--- config.mk ---
export PLATFORM = sky130hd
export DESIGN_NAME = readback_frame_parser
export DESIGN_NICKNAME = d
export VERILOG_FILES = /design/src/rtl/readback_pkg.sv /design/src/rtl/rb_word_assembler.sv /design/src/rtl/readback_frame_parser.sv
export SDC_FILE = /design/constraint.sdc
export NUM_CORES = 1
export LEC_CHECK = 0
export ABC_AREA = 1
export ABC_CLOCK_PERIOD_IN_PS = 5700
export BUFFER_PORTS_ARGS = -buffer_cell sky130_fd_sc_hd__buf_2
export CORE_MARGIN = 4
export CORE_UTILIZATION = 62
export CTS_BUF_LIST = sky130_fd_sc_hd__clkbuf_16
export DETAILED_ROUTE_END_ITERATION = 12
export GPL_ROUTABILITY_DRIVEN = 1
export PLACE_DENSITY = 0.85
export SYNTH_ARGS = -nofsm -noshare
export SYNTH_HDL_FRONTEND = slang
export SYNTH_SLANG_ARGS = --single-unit
--- constraint.sdc ---
create_clock -name clk16 -period 5.7 [get_ports clk16]
set_input_delay 1.14 -clock clk16 [delete_from_list [all_inputs] [get_ports clk16]]
set_output_delay 1.14 -clock clk16 [all_outputs]
set_load 0.01 [all_outputs]
--- src/rtl/readback_pkg.sv ---
// Shared constants for the counter-readback byte link.
// Both the transmitter and the receive-side parser import this package.
package readback_pkg;

  localparam logic [1:0] LO      = 2'b00;
  localparam logic [1:0] HDR     = 2'b01;
  localparam logic [1:0] HI      = 2'b10;
  localparam logic [1:0] HI_LAST = 2'b11;

  localparam logic [15:0] MARKER   = 16'h55AA;
  localparam logic [7:0]  HDR_DATA = 8'hFF;

  localparam int RB_NWORDS = 13;

  localparam logic [3:0] W_MARK     = 4'd0;
  localparam logic [3:0] W_FRAME_LO = 4'd1;
  localparam logic [3:0] W_FRAME_HI = 4'd2;
  localparam logic [3:0] W_EVENT_LO = 4'd3;
  localparam logic [3:0] W_EVENT_HI = 4'd4;
  localparam logic [3:0] W_READ1_LO = 4'd5;
  localparam logic [3:0] W_READ1_HI = 4'd6;
  localparam logic [3:0] W_READ2_LO = 4'd7;
  localparam logic [3:0] W_READ2_HI = 4'd8;
  localparam logic [3:0] W_ERR1     = 4'd9;
  localparam logic [3:0] W_ERR2     = 4'd10;
  localparam logic [3:0] W_HIST     = 4'd11;
  localparam logic [3:0] W_TRAIL    = 4'd12;

  typedef enum logic [2:0] {
    ERR_NONE    = 3'd0,
    ERR_MARKER  = 3'd1,
    ERR_FLAG    = 3'd2,
    ERR_RSVD    = 3'd3,
    ERR_TIMEOUT = 3'd4,
    ERR_RESYNC  = 3'd5
  } err_code_e;

endpackage

--- src/rtl/rb_word_assembler.sv ---
// Pairs hi/lo bytes into 16-bit words and checks each byte's flag against
// the position the parser says it is at.
module rb_word_assembler
  import readback_pkg::*;
(
  input  logic        clk16,
  input  logic        rst_n,
  input  logic        byte_valid,
  input  logic [9:0]  bytin,
  input  logic        in_hi,
  input  logic        in_lo,
  input  logic        last_word,
  output logic        word_strobe,
  output logic [1:0]  hi_flag,
  output logic [15:0] word,
  output logic        flag_err
);

  logic [7:0] hi_byte_reg;
  logic [1:0] hi_flag_reg;
  logic [1:0] hi_expect;

  always_ff @(posedge clk16 or negedge rst_n) begin
    if (!rst_n) begin
      hi_byte_reg <= 8'h00;
      hi_flag_reg <= LO;
    end else if (byte_valid && in_hi) begin
      hi_byte_reg <= bytin[7:0];
      hi_flag_reg <= bytin[9:8];
    end
  end

  // Groups end on w8 and w12; those hi bytes must carry the last-of-group flag.
  assign hi_expect   = last_word ? HI_LAST : HI;
  assign word_strobe = byte_valid && in_lo;
  assign word        = {hi_byte_reg, bytin[7:0]};
  assign hi_flag     = hi_flag_reg;
  assign flag_err    = byte_valid &&
                       ((in_hi && (bytin[9:8] != hi_expect)) ||
                        (in_lo && (bytin[9:8] != LO)));

endmodule

--- src/rtl/readback_frame_parser.sv ---
// Receive side of the counter-readback link: rebuilds a 28-byte record, validates
// framing, publishes good records atomically and counts good and aborted records.
module readback_frame_parser
  import readback_pkg::*;
#(
  parameter int TIMEOUT  = 64,
  parameter int TO_WIDTH = 7
) (
  input  logic        clk16,
  input  logic        rst_n,
  input  logic        byte_valid,
  input  logic [9:0]  bytin,
  output logic [4:0]  crate,
  output logic [23:0] framecount,
  output logic [23:0] eventcount,
  output logic [23:0] read1count,
  output logic [23:0] read2count,
  output logic [7:0]  t1_err_c_cnt,
  output logic [7:0]  t1_err_d_cnt,
  output logic [7:0]  t2_err_c_cnt,
  output logic [7:0]  t2_err_d_cnt,
  output logic [10:0] hist_wcount,
  output logic        rec_valid,
  output logic        rec_err,
  output logic [2:0]  err_code,
  output logic [15:0] rec_count,
  output logic [7:0]  err_count,
  output logic        busy
);

  typedef enum logic [1:0] {ST_IDLE, ST_CRATE, ST_HI, ST_LO} state_e;

  state_e        state_reg, state_next;
  logic [3:0]    widx_reg, widx_next;
  logic [TO_WIDTH-1:0] to_cnt_reg, to_cnt_next;

  logic          abort, publish, hdr_accept, crate_load, word_load;
  err_code_e     abort_code;
  logic          is_hdr, rsvd_err, last_word, grp_end;

  logic          word_strobe, flag_err;
  logic [1:0]    hi_flag;
  logic [15:0]   word;

  logic [4:0]    sh_crate_reg;
  logic [23:0]   sh_frame_reg, sh_event_reg, sh_read1_reg, sh_read2_reg;
  logic [7:0]    sh_t1c_reg, sh_t1d_reg, sh_t2c_reg, sh_t2d_reg;
  logic [10:0]   sh_hist_reg;

  assign last_word = (widx_reg == W_READ2_HI) || (widx_reg == W_TRAIL);
  assign busy      = (state_reg != ST_IDLE);

  rb_word_assembler u_asm (
    .clk16       (clk16),
    .rst_n       (rst_n),
    .byte_valid  (byte_valid),
    .bytin       (bytin),
    .in_hi       (state_reg == ST_HI),
    .in_lo       (state_reg == ST_LO),
    .last_word   (last_word),
    .word_strobe (word_strobe),
    .hi_flag     (hi_flag),
    .word        (word),
    .flag_err    (flag_err)
  );

  always_comb begin
    is_hdr   = (bytin == {HDR, HDR_DATA});
    grp_end  = (hi_flag == HI_LAST);
    rsvd_err = 1'b0;
    case (widx_reg)
      W_FRAME_HI, W_EVENT_HI, W_READ1_HI, W_READ2_HI: rsvd_err = (word[15:8] != 8'h00);
      W_HIST:  rsvd_err = (word[15:11] != 5'd0);
      W_TRAIL: rsvd_err = (word != 16'h0000);
      default: rsvd_err = 1'b0;
    endcase
  end

  always_ff @(posedge clk16 or negedge rst_n) begin
    if (!rst_n) begin
      state_reg  <= ST_IDLE;
      widx_reg   <= 4'd0;
      to_cnt_reg <= '0;
    end else begin
      state_reg  <= state_next;
      widx_reg   <= widx_next;
      to_cnt_reg <= to_cnt_next;
    end
  end

  // Within one byte the checks are ordered header > flag > marker > reserved.
  always_comb begin
    state_next = state_reg;
    widx_next  = widx_reg;
    abort      = 1'b0;
    abort_code = ERR_NONE;
    publish    = 1'b0;
    hdr_accept = 1'b0;
    crate_load = 1'b0;
    word_load  = 1'b0;
    if (byte_valid) begin
      if (state_reg == ST_IDLE) begin
        if (is_hdr) begin
          hdr_accept = 1'b1;
          state_next = ST_CRATE;
        end
      end else if (is_hdr) begin
        abort      = 1'b1;
        abort_code = ERR_RESYNC;
        hdr_accept = 1'b1;
        state_next = ST_CRATE;
      end else begin
        case (state_reg)
          ST_CRATE: begin
            if (bytin[9:8] != LO) begin
              abort = 1'b1; abort_code = ERR_FLAG;
            end else if (bytin[7:5] != 3'd0) begin
              abort = 1'b1; abort_code = ERR_RSVD;
            end else begin
              crate_load = 1'b1;
              widx_next  = W_MARK;
              state_next = ST_HI;
            end
          end
          ST_HI: begin
            if (flag_err) begin
              abort = 1'b1; abort_code = ERR_FLAG;
            end else begin
              state_next = ST_LO;
            end
          end
          ST_LO: begin
            if (flag_err) begin
              abort = 1'b1; abort_code = ERR_FLAG;
            end else if ((widx_reg == W_MARK) && (word != MARKER)) begin
              abort = 1'b1; abort_code = ERR_MARKER;
            end else if (rsvd_err) begin
              abort = 1'b1; abort_code = ERR_RSVD;
            end else if (word_strobe) begin
              word_load = 1'b1;
              if (grp_end && (widx_reg == W_TRAIL)) begin
                publish    = 1'b1;
                state_next = ST_IDLE;
              end else begin
                widx_next  = widx_reg + 4'd1;
                state_next = ST_HI;
              end
            end
          end
          default: state_next = ST_IDLE;
        endcase
        if (abort) state_next = ST_IDLE;
      end
    end else if (busy && (to_cnt_reg == TO_WIDTH'(TIMEOUT - 1))) begin
      abort      = 1'b1;
      abort_code = ERR_TIMEOUT;
      state_next = ST_IDLE;
    end

    if (byte_valid || !busy || abort) to_cnt_next = '0;
    else                             to_cnt_next = to_cnt_reg + TO_WIDTH'(1);
  end

  always_ff @(posedge clk16 or negedge rst_n) begin
    if (!rst_n) begin
      sh_crate_reg <= '0;
      sh_frame_reg <= '0; sh_event_reg <= '0; sh_read1_reg <= '0; sh_read2_reg <= '0;
      sh_t1c_reg   <= '0; sh_t1d_reg   <= '0; sh_t2c_reg   <= '0; sh_t2d_reg   <= '0;
      sh_hist_reg  <= '0;
    end else if (hdr_accept) begin
      sh_crate_reg <= '0;
      sh_frame_reg <= '0; sh_event_reg <= '0; sh_read1_reg <= '0; sh_read2_reg <= '0;
      sh_t1c_reg   <= '0; sh_t1d_reg   <= '0; sh_t2c_reg   <= '0; sh_t2d_reg   <= '0;
      sh_hist_reg  <= '0;
    end else if (crate_load) begin
      sh_crate_reg <= bytin[4:0];
    end else if (word_load) begin
      case (widx_reg)
        W_FRAME_LO: sh_frame_reg[15:0]  <= word;
        W_FRAME_HI: sh_frame_reg[23:16] <= word[7:0];
        W_EVENT_LO: sh_event_reg[15:0]  <= word;
        W_EVENT_HI: sh_event_reg[23:16] <= word[7:0];
        W_READ1_LO: sh_read1_reg[15:0]  <= word;
        W_READ1_HI: sh_read1_reg[23:16] <= word[7:0];
        W_READ2_LO: sh_read2_reg[15:0]  <= word;
        W_READ2_HI: sh_read2_reg[23:16] <= word[7:0];
        W_ERR1:     {sh_t1d_reg, sh_t1c_reg} <= word;
        W_ERR2:     {sh_t2d_reg, sh_t2c_reg} <= word;
        W_HIST:     sh_hist_reg <= word[10:0];
        default: ;
      endcase
    end
  end

  always_ff @(posedge clk16 or negedge rst_n) begin
    if (!rst_n) begin
      crate        <= '0;
      framecount   <= '0; eventcount   <= '0; read1count   <= '0; read2count   <= '0;
      t1_err_c_cnt <= '0; t1_err_d_cnt <= '0; t2_err_c_cnt <= '0; t2_err_d_cnt <= '0;
      hist_wcount  <= '0;
      rec_valid    <= 1'b0;
      rec_err      <= 1'b0;
      err_code     <= '0;
      rec_count    <= '0;
      err_count    <= '0;
    end else begin
      rec_valid <= publish;
      rec_err   <= abort;
      if (abort) begin
        err_code <= abort_code;
        if (err_count != 8'hFF) err_count <= err_count + 8'd1;
      end
      if (publish) begin
        crate        <= sh_crate_reg;
        framecount   <= sh_frame_reg;
        eventcount   <= sh_event_reg;
        read1count   <= sh_read1_reg;
        read2count   <= sh_read2_reg;
        t1_err_c_cnt <= sh_t1c_reg;
        t1_err_d_cnt <= sh_t1d_reg;
        t2_err_c_cnt <= sh_t2c_reg;
        t2_err_d_cnt <= sh_t2d_reg;
        hist_wcount  <= sh_hist_reg;
        rec_count    <= rec_count + 16'd1;
      end
    end
  end

endmodule
== After elaboration in Yosys (flattened, before gate mapping) ==
Index checks and enable logic that the tools add are counted.

* Flip-flop bits (word level): 340
* Input port bits: 13
* Output and inout bits: 174
* Word-level logic and storage cells: 246

* Add/subtract/negate cells: 4
* Eq/ne operators: 37
* Muxes and demuxes: 118
* Bitwise logic cells: 2
* Reductions and logical operators: 51

{| class="wikitable"
|+ Operators with widths
! cell !! number
|-
| 2-to-1 mux 24 bit || 12
|-
| 2-to-1 mux 8 bit || 20
|-
| 2-to-1 mux 16 bit || 4
|-
| 2-to-1 mux 11 bit || 4
|-
| 2-to-1 mux 2 bit || 20
|-
| 2-to-1 mux 1 bit || 39
|-
| != test 5 bit (second input constant) || 7
|-
| nonzero test 2 bit || 17
|-
| AND reduction 3 bit || 11
|-
| 2-to-1 mux 4 bit || 7
|-
| equality test 4 bit (second input constant) || 5
|-
| adder 16 x 1 -> 16 bit (second input constant) || 1
|-
| equality test 4 x 3 -> 1 bit (second input constant) || 4
|-
| != test 16 x 15 -> 1 bit (second input constant) || 1
|-
| != test 2 bit (second input constant) || 8
|-
| nonzero test 16 bit || 1
|-
| 2-to-1 mux 3 bit || 4
|-
| one-hot mux 2 bit (3 select lines) || 2
|-
| AND reduction 11 bit || 1
|-
| equality test 10 x 9 -> 1 bit (second input constant) || 1
|-
| 2-to-1 mux 5 bit || 2
|-
| AND reduction 9 bit || 1
|-
| adder 8 x 1 -> 8 bit (second input constant) || 1
|-
| equality test 4 x 2 -> 1 bit (second input constant) || 2
|-
| 23 further kinds || 37
|}

== Depth between registers and ports, before layout ==
Gate-level depths: netlist of run 1.

* Depth in word-level cells: 17
* Mapped depth: 15
* Depth with buffers taken out: 14

== Hierarchy ==
A second synthesis of run 1 with hierarchy kept.

* Cell total of the unflattened synthesis: 1,542
* Area, all modules: 14,129.8 um^2

{| class="wikitable"
|+ By module, submodules not included
! module !! instances !! cells each !! area an instance (um^2) !! sequential area each (um^2)
|-
| readback_frame_parser || 1 || 1,482 || 13,641.8 || 8,257.9
|-
| rb_word_assembler || 1 || 60 || 488.0 || 250.2
|}

== Least setup slack after synthesis of run 1 ==
OpenSTA, ideal clock, no wires.

* Path type: input-to-reg
* From: input bytin[0]
* To: register sh_event_reg[5]
* Library setup time: 0.117 ns
* Data arrival time: 2.375 ns
* Data required time: 5.583 ns
* Slack: 3.208 ns
* Stages on the path: 14
* Path buffers: 2
* Cells stage by stage: nor2_1 -> nand2_1 -> nor2_1 -> nand2_1 -> nand2_1 -> nand3_1 -> nor2_2 -> nand2_2 -> nand2_4 -> buf_6 -> nand2_2 -> buf_6 -> nand2_1 -> nand2_1

* Word-level cells in the longest chain between the ends: 11
* Elaborated cells between the ends (all ways): 22
* Those cells by class: eq/ne: 3; mux: 14; reduce/logical: 5

{| class="wikitable"
|+ Ends and longest elaborated chain
! what !! RTL line !! source
|-
| start, declared || readback_frame_parser.sv:12 || <nowiki>input logic [9:0] bytin,</nowiki>
|-
| nonzero test 16 bit || readback_frame_parser.sv:74 || <nowiki>W_TRAIL: rsvd_err = (word != 16'h0000);</nowiki>
|-
| one-hot mux 1 bit (3 select lines) || readback_frame_parser.sv:71 || <nowiki>case (widx_reg)</nowiki>
|-
| 2-to-1 mux 1 bit || readback_frame_parser.sv:137 || <nowiki>end else if (rsvd_err) begin</nowiki>
|-
| 2-to-1 mux 1 bit || readback_frame_parser.sv:135 || <nowiki>end else if ((widx_reg == W_MARK) && (word != MARKER)) begin</nowiki>
|-
| 2-to-1 mux 1 bit || readback_frame_parser.sv:133 || <nowiki>if (flag_err) begin</nowiki>
|-
| 2-to-1 mux 1 bit || readback_frame_parser.sv:113 || <nowiki>case (state_reg)</nowiki>
|-
| 2-to-1 mux 1 bit || readback_frame_parser.sv:107 || <nowiki>end else if (is_hdr) begin</nowiki>
|-
| 2-to-1 mux 1 bit || readback_frame_parser.sv:102 || <nowiki>if (state_reg == ST_IDLE) begin</nowiki>
|-
| 2-to-1 mux 1 bit || readback_frame_parser.sv:101 || <nowiki>if (byte_valid) begin</nowiki>
|-
| nonzero test 2 bit (no line) || -- ||
|-
| AND reduction 3 bit (no line) || -- ||
|-
| end signal, assigned || readback_frame_parser.sv:181 || <nowiki>W_EVENT_LO: sh_event_reg[15:0] <= word;</nowiki>
|-
| end, declared || readback_frame_parser.sv:46 || <nowiki>logic [23:0] sh_frame_reg, sh_event_reg, sh_read1_reg, sh_read2_reg;</nowiki>
|}

Several ways; a longest one is shown, not always the timed one.
A chain may end at the register's enable or synchronous reset.

== Final worst setup path of run 1 ==
* From: input byte_valid
* To: register sh_read2_reg[22]

* Word-level cells in the longest chain between the ends: 11
* Elaborated cells between the ends (all ways): 17
* Those cells by class: eq/ne: 1; mux: 11; reduce/logical: 5

{| class="wikitable"
|+ Ends and longest elaborated chain
! what !! RTL line !! source
|-
| start, declared || readback_frame_parser.sv:11 || <nowiki>input logic byte_valid,</nowiki>
|-
| logical AND 1 bit || rb_word_assembler.sv:35 || <nowiki>assign word_strobe = byte_valid && in_lo;</nowiki>
|-
| 2-to-1 mux 1 bit || readback_frame_parser.sv:139 || <nowiki>end else if (word_strobe) begin</nowiki>
|-
| 2-to-1 mux 1 bit || readback_frame_parser.sv:137 ||
|-
| 2-to-1 mux 1 bit || readback_frame_parser.sv:135 ||
|-
| 2-to-1 mux 1 bit || readback_frame_parser.sv:133 ||
|-
| 2-to-1 mux 1 bit || readback_frame_parser.sv:113 ||
|-
| 2-to-1 mux 1 bit || readback_frame_parser.sv:107 ||
|-
| 2-to-1 mux 1 bit || readback_frame_parser.sv:102 ||
|-
| 2-to-1 mux 1 bit || readback_frame_parser.sv:101 ||
|-
| nonzero test 2 bit (no line) || -- ||
|-
| AND reduction 3 bit (no line) || -- ||
|-
| end signal, assigned || readback_frame_parser.sv:186 || <nowiki>W_READ2_HI: sh_read2_reg[23:16] <= word[7:0];</nowiki>
|-
| end, declared || readback_frame_parser.sv:46 ||
|}

Several ways; a longest one is shown, not always the timed one.

==> metrics.md, run 1 <==
| Metric | Value |
|---|---|
| Top FF cell, synth | `dfrtp_1` |
| RSZ-0062 raised after global routing | `no` |
| Synthesized area | `about 14,000 sq um` |
| Max VDD drop | `just under 0.0003 V` |
| Synth warn | `0` |
| Cts repair resizes | `0` |
| # nets final | `around 1,800` |
| Post-synthesis async set-or-reset flop share | `100%` |
| DRC viols | `0` |
| Vias in the first global route | `~11,000` |
| Type of the worst min-delay path | `flop to flop` |
| Final Skew | `0.0118 ns` |
| Mux contribution to synthesized area | `0%` |
| # fillers | `roughly 1,700` |
| Synth Area in Simple Gates | `a little under a third` |
| Die Footprint | `approximately 25,000 sq um` |
| Number of H-tree levels | `2` |
| Vias/cell | `5.49` |
| Yosys cell types | `35` |
| Crit path buf inv count | `3` |
| Final Instance Area | `between 15,000 and 20,000 sq um` |
| Detailed Route WL | `35,700 um` |
| CTS clk-pin slew, worst paths | `roughly 0.060 ns` |
| Crit path time final | `between 3 and 4 ns` |
| Worst stage delay on the critical path | `0.84 ns` |
| Final Hold Fails | `0` |
| Setup TNS | `0 ns` |
| Worst skew pair latency | `0.51 ns` |
| CP Cell Sequence | `buf_2, inv_2, nor2_1, nand2_1, nand3_2, nor3_1, nand2_2, nand2_4, buf_4, nand2_1, nand2_1, nand2_1` |
| Fraction of final layout cells sized beyond drive strength 1 | `approximately 15%` |
| Leakage Power | `between 9 and 10 nW` |
| RePlAce Congestion | `~0.90` |
| Port bufs | `between 150 and 200` |
| CTS Buf Count | `36` |
| Max-slew headroom | `about 23%` |
| IO Pins | `between 150 and 200` |
| # placed instances | `between 2,000 and 2,500` |
| Kind of critical path | `primary input to flop` |
| Hpwl dp | `about 23,000 um` |
| Main combinational cell family by area after synthesis | `simple AND/OR/NAND/NOR gates` |
| Synthesized flop and latch total | `340` |
| TritonCTS clock tree | `built` |
| DR pass1 iterations | `5` |
| Final core occ | `between 70% and 80%` |
| Pwr Total | `around 6.3 mW` |
| Max-cap violation count | `0` |
| Wire length per cell | `16.7 um` |
| Chip width | `between 150 and 200 um` |
| First-pass GRT wire length | `roughly 60,000 um` |
| Detail Route Antenna Nets | `0` |
| Area grow syn2layout | `14.7%` |
| Max frequency | `~270 MHz` |
| Total GRT Usage | `between 20% and 30%` |
| Placed inst area | `approximately 15,000 sq um` |
| Sink Count | `340` |
| Vert. Die Dim | `~160 um` |
| Actual slew at the worst max-slew pin | `between 1 and 1.5 ns` |
| Adder-Cell Fraction of Synth Area | `less than 1%` |
| Antenna Cells | `0` |
| Final Setup Violations | `0` |
| Final Instance Count excl. Fillers | `between 2,000 and 2,500` |
| WHS | `~0.46 ns` |
| Maximum buffer depth of the clock tree | `3` |
| Core Region | `roughly 23,000 sq um` |
| XOR/XNOR Fraction of Synth Area | `1.42%` |
| Routed via count | `11,700` |
| Root buffer cell | `clkbuf_16` |
| Setup ws final | `1.98 ns` |
| Largest net degree at the start of global routing | `about 130` |
| EDFF count, synth | `0` |
| Setup crit start kind | `primary input` |
| Critical-path top delay cell | `nor2_1` |
| Cell count after synthesis | `roughly 1,700` |
| Global route overflow | `0` |
| CP top delay family | `simple AND/OR/NAND/NOR gates` |
| Most frequent CP cell | `nand2_1` |
| Row count | `between 50 and 60` |
| Synth Area in Compound Gates | `under 10%` |
| Final period utilization | `between 60% and 70%` |
| Sequential area share after synthesis | `roughly 60%` |
| Post CTS Setup Buffer Count | `0` |
| Status | `finished, final reports clean` |
| Slew Viols, Final | `0` |
| Post-place setup slack | `1.54 ns` |
| CP endpoint kind | `flop` |
| CTS hold repair buffers | `0` |
| Mapped Nets | `roughly 1,700` |
| Crit path required time | `between 6 and 7 ns` |
| PwrDens | `about 380 nW/um^2` |
| Initial antenna violation count | `0` |
| 1st-iter DRT viols | `1,079` |
| Post-Syn Area per Cell | `~8.6 sq um` |
| CP arrival | `approximately 4.2 ns` |
| Starting Density | `62.8%` |
| Worst-path fanout max | `70` |
-- synthesized netlist by cell type (all sizes together) (6+ instances only) --
cell type	number	area, sq um
nand2	835	3180
inv	62	233
nand3	182	916
nor3	15	80.1
nand4	6	37.5
o21ai	33	176
dfrtp	340	8510
ha	7	87.6
buf	64	384
xor2	18	158
nor2	58	220
clkbuf	16	60.1
-- metal layers --
layer | wire length [um] | global-route usage (%)
met4 | 1160 | 9.35
met3 | 2970 | 5.59
met1 | 14400 | 38.0
met2 | 17200 | 46.0
met5 | 0 | 0
-- cell type report --
class	instances	area [sq um]	share of cell area (%)
well taps	285	357	2.19
multi-input cells	1179	5040	30.9
flip-flops and latches	340	8510	52.2
clock inverters	26	138	0.844
clock buffers	37	926	5.68
inverters	63	239	1.46
repair buffers	204	1100	6.75
-- power by group --
part | leakage [nW] | switching [mW] | internal (mW) | total, mW
registers | 4.64 | 0.254 | 2.77 | 3.03
clock network | 0.548 | 0.911 | 1.22 | 2.13
logic | 4.42 | 0.805 | 0.318 | 1.12
-- logic make-up after synthesis --
logic type,count (synthesis)
DFF,340
adders and majority gates,7
xor gates and xnor gates,23
and+or+nand+nor,1104
AOI/OAI and AO/OA,45
buffers and inverters,143
-- worst register-to-register path: stages, from the launching register on --
cell     delay, ns
dfrtp_1       0.43
inv_2         0.09
nand2_1       0.05
nor2_1        0.82
nand2_1       0.22
nand3_2       0.22
nor3_1        0.08
nand2_2       0.12
nand2_4       0.39
buf_4         0.47
nand2_1       0.27
nand2_1       0.08
nand2_1       0.08
-- path summary, 6_finish.rpt --
path / start / endpoint / slack, ns / cells past startpoint
hold reg to reg: read2count[2] / read2count[2] / 0.46 / 2
hold / removal: read2count[2] / read2count[2] / 0.46 / 2
min in group asynchronous: rst_n / eventcount[13] / 0.70 / 1
setup reg to reg: state_reg[0] / sh_read2_reg[22] / 2.31 / 12
setup / recovery: byte_valid / sh_read2_reg[22] / 1.98 / 12
max in group asynchronous: rst_n / crate[0] / 3.76 / 2
-- cells in the final DEF (no fill, tap or decap), types with 11 or more instances in the layout --
| master | count |
|---|---|
| o21ai_0 | 29 |
| xor2_1 | 18 |
| clkinv_1 | 11 |
| dfrtp_1 | 340 |
| clkbuf_16 | 37 |
| nor3_1 | 14 |
| buf_2 | 185 |
| nand3_1 | 181 |
| nor2_1 | 57 |
| buf_4 | 16 |
| nand2_1 | 823 |
| inv_1 | 63 |
No activity file was read; power rests on OpenSTA's default activity.
==> run 2, diff against run 1 <==
- ABC_CLOCK_PERIOD_IN_PS: 5700 -> 3820
- CORE_UTILIZATION: 62 -> 58
- PLACE_DENSITY: 0.85 -> 0.8
- clock period: 5.7 -> 3.82 ns (I/O delays scaled with it)
==> metrics.md, run 2 (same netlist as run 1, synthesis figures left out) <==
| Metric | Value |
|---|---|
| Status | `finished, final reports clean` |
| Final core occ | `about two thirds` |
| Fraction of final layout cells sized beyond drive strength 1 | `between 15 and 20%` |
| Global route overflow | `0` |
| PwrDens | `approximately 580 nW/um^2` |
| DRC viols | `0` |
| Max VDD drop | `0.000404 V` |
| Final Skew | `approximately 0.0076 ns` |
| CTS hold repair buffers | `0` |
| Area grow syn2layout | `16.6%` |
| Post CTS Setup Buffer Count | `0` |
| Root buffer cell | `clkbuf_16` |
| CP arrival | `approximately 3.2 ns` |
| Routed via count | `11,700` |
| Max frequency | `between 300 and 400 MHz` |
| CP Cell Sequence | `inv_1, ha_1, nand2_1, xor2_1, nand2_1, nand3_2, nor3_1, nand2_2, nand2_4, buf_4, nand2_1, nand2_1, nand2_1` |
| Max-slew headroom | `between 20% and 30%` |
| Area occupied by multi-input gates | `roughly 5000 sq um` |
| # fillers | `1,953` |
| Largest net degree at the start of global routing | `around 160` |
| Chip width | `165 um` |
| Pwr Total | `just under 10 mW` |
| WHS | `approximately 0.26 ns` |
| Worst stage delay on the critical path | `approximately 0.4 ns` |
| Leakage Power | `9.72 nW` |
| Type of the worst min-delay path | `primary input to async pin` |
| Port bufs | `186` |
| Antenna Cells | `0` |
| Starting Density | `about three fifths` |
| Critical-path top delay cell | `dfrtp_1` |
| Worst-path fanout max | `37` |
| TritonCTS clock tree | `built` |
| RSZ-0062 raised after global routing | `no` |
| Cts repair resizes | `0` |
| Detail Route Antenna Nets | `0` |
| Initial antenna violation count | `0` |
| Setup TNS | `0 ns` |
| Most frequent cells in the layout | `nand2_1 (823), dfrtp_1 (340), buf_2 (185)` |
| DR pass1 iterations | `6` |
| Max-cap violation count | `0` |
| Total GRT Usage | `26.6%` |
| Worst setup path start | `widx_reg[0]` |
| Reg area | `about 8500 sq um` |
| Final period utilization | `74.5%` |
| Vert. Die Dim | `roughly 160 um` |
| Number of H-tree levels | `2` |
| Wire length per cell | `about 16 um` |
| Detailed Route WL | `about 36,000 um` |
| Crit path required time | `approximately 4.2 ns` |
| Most frequent CP cell | `nand2_1` |
| Maximum buffer depth of the clock tree | `3` |
| Final Hold Fails | `0` |
| Vias/cell | `around 5.4` |
| Setup ws final | `approximately 1 ns` |
| First-pass GRT wire length | `roughly 57,000 um` |
| Worst R2R Start | `widx_reg[0]` |
| Final Setup Violations | `0` |
| Crit path time final | `roughly 2.8 ns` |
| Sink Count | `340` |
| CTS clk-pin slew, worst paths | `~0.060 ns` |
| Die Footprint | `around 27,000 sq um` |
| Vias in the first global route | `11,100` |
| # nets final | `1,854` |
| Row count | `57` |
| Actual slew at the worst max-slew pin | `around 1.2 ns` |
| CTS Buf Count | `35` |
| Setup crit start kind | `flop` |
| RePlAce Congestion | `around 0.87` |
| Kind of critical path | `flop to flop` |
| IO Pins | `approximately 190` |
| Commonest non-fill, non-tap cell in the layout | `nand2_1` |
| Post-place setup slack | `roughly 0.76 ns` |
| Slew Viols, Final | `0` |
| 1st-iter DRT viols | `1,198` |
| Hpwl dp | `23,500 um` |
| CP endpoint kind | `flop` |
| Worst skew pair latency | `~0.51 ns` |
| Core Region | `about 24,000 sq um` |
[run 2: changes by cell type in the layout (fill, tap and decap cells not counted)]
cell,before,now
inv_1,63,61
buf_4,16,21
clkinv_1,11,12
clkinvlp_4,2,0
bufinv_16,1,4
buf_12,2,8
[run 2: area by class of cell]
| class | instances | area share [%] |
|---|---|---|
| sequential | 340 | 51.3 |
| multi-input combinational | 1179 | 30.4 |
| timing repair buffer | 215 | 7.59 |
| clock buffer | 37 | 5.58 |
| tap | 324 | 2.44 |
| inverter | 63 | 1.44 |
| clock inverter | 26 | 1.26 |
[run 2: path summary, 6_finish.rpt]
kind / slack (ns) / to / depth (start not counted)
setup / recovery: 0.97 / sh_read2_reg[20] / 13
hold / removal: 0.26 / read2count[4] / 1
setup reg to reg: 0.97 / sh_read2_reg[20] / 13
hold reg to reg: 0.46 / t1_err_c_cnt[3] / 2
max in group asynchronous: 2.65 / t2_err_d_cnt[7] / 2
min in group clk16: 0.46 / t1_err_c_cnt[3] / 2
[run 2: critical path, delay by kind of cell (launching register included)]
family,cells,cell delay (ns)
buf+inv,2,0.55
simple gates,9,1.33
fa+ha+maj,1,0.26
flops,1,0.41
xor+xnor,1,0.16
[run 2: metrics by stage]
step	cell area (sq um)	cells
2_1_floorplan	14200	1662
3_3_place_gp	15500	2121
3_5_place_dp	15500	2121
4_1_cts	16600	2184
5_1_grt	16600	2184
6_report	16600	2184
[run 2: report_power, final]
| part | total, mW | switching (mW) | internal, mW |
|---|---|---|---|
| registers | 4.52 | 0.383 | 4.14 |
| clock network | 3.36 | 1.35 | 2.01 |
| logic | 1.73 | 1.21 | 0.517 |
| total | 9.61 | 2.94 | 6.67 |
[run 2: layer usage]
layer | vias to the layer above | global-route usage, % | share of wire (%)
met5 | - | 0 | 0
met4 | 0 | 9.30 | 3.5
met3 | 90 | 5.39 | 7.6
met2 | 441 | 42.2 | 47
met1 | 5611 | 37.0 | 42
li1 | 5556 | - | -
==> run 3, diff against run 2 <==
- ABC_CLOCK_PERIOD_IN_PS: 3820 -> 2600
- CORE_UTILIZATION: 58 -> 52
- PLACE_DENSITY: 0.8 -> 0.76
- clock period: 3.82 -> 2.6 ns (I/O delays scaled with it)
==> metrics.md, run 3 (same netlist as run 1, synthesis figures left out) <==
| Metric | Value |
|---|---|
| Status | `finished, final reports clean` |
| TritonCTS clock tree | `built` |
| First-pass GRT wire length | `about 60,000 um` |
| Detailed Route WL | `between 30,000 and 40,000 um` |
| Setup crit start kind | `flop` |
| RSZ-0062 raised after global routing | `no` |
| CTS clk-pin slew, worst paths | `about 0.06 ns` |
| Kind of critical path | `flop to flop` |
| Most frequent cells in the layout | `nand2_1 (821), dfrtp_1 (340), buf_2 (185)` |
| Sw Share | `a little under a third` |
| # nets final | `about 1,900` |
| Row count | `60` |
| Worst stage delay on the critical path | `0.41 ns` |
| Worst-path fanout max | `16` |
| Largest net degree at the start of global routing | `106` |
| CP endpoint kind | `flop` |
| Max-cap violation count | `0` |
| RePlAce Congestion | `~0.90` |
| Number of H-tree levels | `2` |
| Final Skew | `between 0.02 and 0.025 ns` |
| Root buffer cell | `clkbuf_16` |
| CTS Buf Count | `36` |
| Leakage Power | `slightly below 10 nW` |
| Setup ws final | `between 0.15 and 0.2 ns` |
| Hpwl dp | `approximately 24,000 um` |
| Sink Count | `340` |
| Wire length per cell | `~16 um` |
| Seq pwr share | `48.2%` |
| Starting Density | `a little over half` |
| CP arrival | `2.83 ns` |
| Comb power frac | `between 10% and 20%` |
| Max frequency | `410 MHz` |
| Routed via count | `roughly 12,000` |
| IO Pins | `187` |
| CP Cell Sequence | `inv_1, ha_2, nand2_1, xor2_1, nand2_1, nand3_2, nor3_2, nand2_2, nand2_8, buf_12, nand2_4, nand2_1, nand2_1` |
| Detail Route Antenna Nets | `0` |
| Setup TNS | `0 ns` |
| 1st-iter DRT viols | `~1,100` |
| Worst skew pair latency | `0.52 ns` |
| Clock power share | `around a third` |
| Internal power | `between 9 and 10 mW` |
| Final period utilization | `a little over nine tenths` |
| Core Region | `roughly 27,000 sq um` |
| Vias/cell | `approximately 5.3` |
| PwrDens | `823 nW/um^2` |
| Commonest non-fill, non-tap cell in the layout | `nand2_1` |
| Chip width | `173 um` |
| Fraction of final layout cells sized beyond drive strength 1 | `approximately 16%` |
| Most frequent CP cell | `nand2_1` |
| Die Footprint | `~30,000 sq um` |
| DRC viols | `0` |
| Max VDD drop | `~0.00054 V` |
| Slew Viols, Final | `0` |
| Final Hold Fails | `0` |
| Max-slew headroom | `between 10% and 20%` |
| Vert. Die Dim | `between 150 and 200 um` |
| Initial antenna violation count | `2` |
| Reg area | `8510 sq um` |
| Area grow syn2layout | `17.4%` |
| Type of the worst min-delay path | `primary input to flop` |
| Area occupied by multi-input gates | `5090 sq um` |
| # fillers | `approximately 2,300` |
| Final Setup Violations | `0` |
| Vias in the first global route | `11,500` |
| DR pass1 iterations | `6` |
| Critical-path top delay cell | `dfrtp_1` |
| Post-place setup slack | `-0.0706 ns` |
| Maximum buffer depth of the clock tree | `3` |
| Global route overflow | `0` |
| Crit path time final | `about 2.4 ns` |
| Actual slew at the worst max-slew pin | `~1.3 ns` |
| Total GRT Usage | `between 20 and 25%` |
| Sw Pwr | `around 4.4 mW` |
| Port bufs | `~190` |
| Crit path required time | `2.98 ns` |
run 3: changes by cell type in the layout (fill, tap and decap cells not counted), moves of 2 or more:
cell	delta
clkinv_1	-2
nand2_4	+3
bufinv_16	-4
buf_4	+6
inv_1	+5
buf_12	+3
buf_6	+3
diode_2	+2
nand2_1	-2
run 3: layer usage:
metal	track usage [%]	vias to the layer above	routed length, um	share of wire (%)
met5	0	-	0	0
met1	33.6	5576	15500	43
met3	4.54	74	2510	6.9
met2	39.0	412	17100	47
met4	8.11	0	1150	3.2
li1	-	5603	-	-
run 3: worst max-delay path: cells and delay by family, from the launching register on:
kind                     cells  cell delay [ns]
XOR/XNOR                     1             0.17
AND/OR/NAND/NOR              9             1.18
buffers and inverters        2             0.30
flip-flops                   1             0.41
adder cells (fa/ha/maj)      1             0.23
run 3: worst paths after layout:
kind	endpoint	slack, ns	startpoint	depth (start not counted)
setup / recovery	sh_read1_reg[0]	0.16	widx_reg[0]	13
hold / removal	u_asm.hi_byte_reg[2]	0.28	bytin[2]	3
setup reg to reg	sh_read1_reg[0]	0.16	widx_reg[0]	13
hold reg to reg	eventcount[22]	0.46	eventcount[22]	2
max in group asynchronous	sh_read1_reg[14]	1.23	rst_n	3
min in group asynchronous	read2count[0]	0.56	rst_n	2
run 3: per-stage QoR:
| stage | utilization, % | hold WS, ns | cells | power (mW) | cell area [sq um] |
|---|---|---|---|---|---|
| after floorplan | - | 0.224 | 1662 | 8.24 | 14200 |
| after global placement | 57.8 | 0.447 | 2148 | 9.12 | 15600 |
| after detailed placement | 57.8 | 0.453 | 2148 | 9.23 | 15600 |
| after CTS | 61.7 | 0.262 | 2212 | 13.8 | 16600 |
| after global routing | 62.0 | 0.289 | 2217 | 14.5 | 16700 |
| final | 62.0 | 0.276 | 2217 | 13.7 | 16700 |
run 3: cell type report:
type	count	share of cell area, %
Sequential cell	340	50.9
Multi-Input combinational cell	1180	30.5
Timing Repair Buffer	228	8.42
Clock buffer	36	5.39
Tap cell	341	2.55
Inverter	63	1.43
Clock inverter	27	0.771
Antenna cell	2	0.0300
run 3: power by group through the flow:
stage	Clock [mW]	Combinational (mW)	Sequential, mW
global route	4.85	2.91	6.71
global placement	0	2.46	6.66
finish	4.53	2.59	6.62
detailed placement	0	2.54	6.69
CTS	4.60	2.56	6.60
floorplan	0	1.66	6.57
run 3: timing repair:
| action | 4_1_cts | 5_1_grt |
|---|---|---|
| setup endpoints to repair | 25 | 195 |
| cloned | 0 | 1 |
| buffers inserted | 0 | 2 |
| endpoints found under the hold margin | 1 | 0 |
| gates resized for setup | 2 | 9 |
| pin swaps | 0 | 3 |
| hold buffers | 1 | 0 |
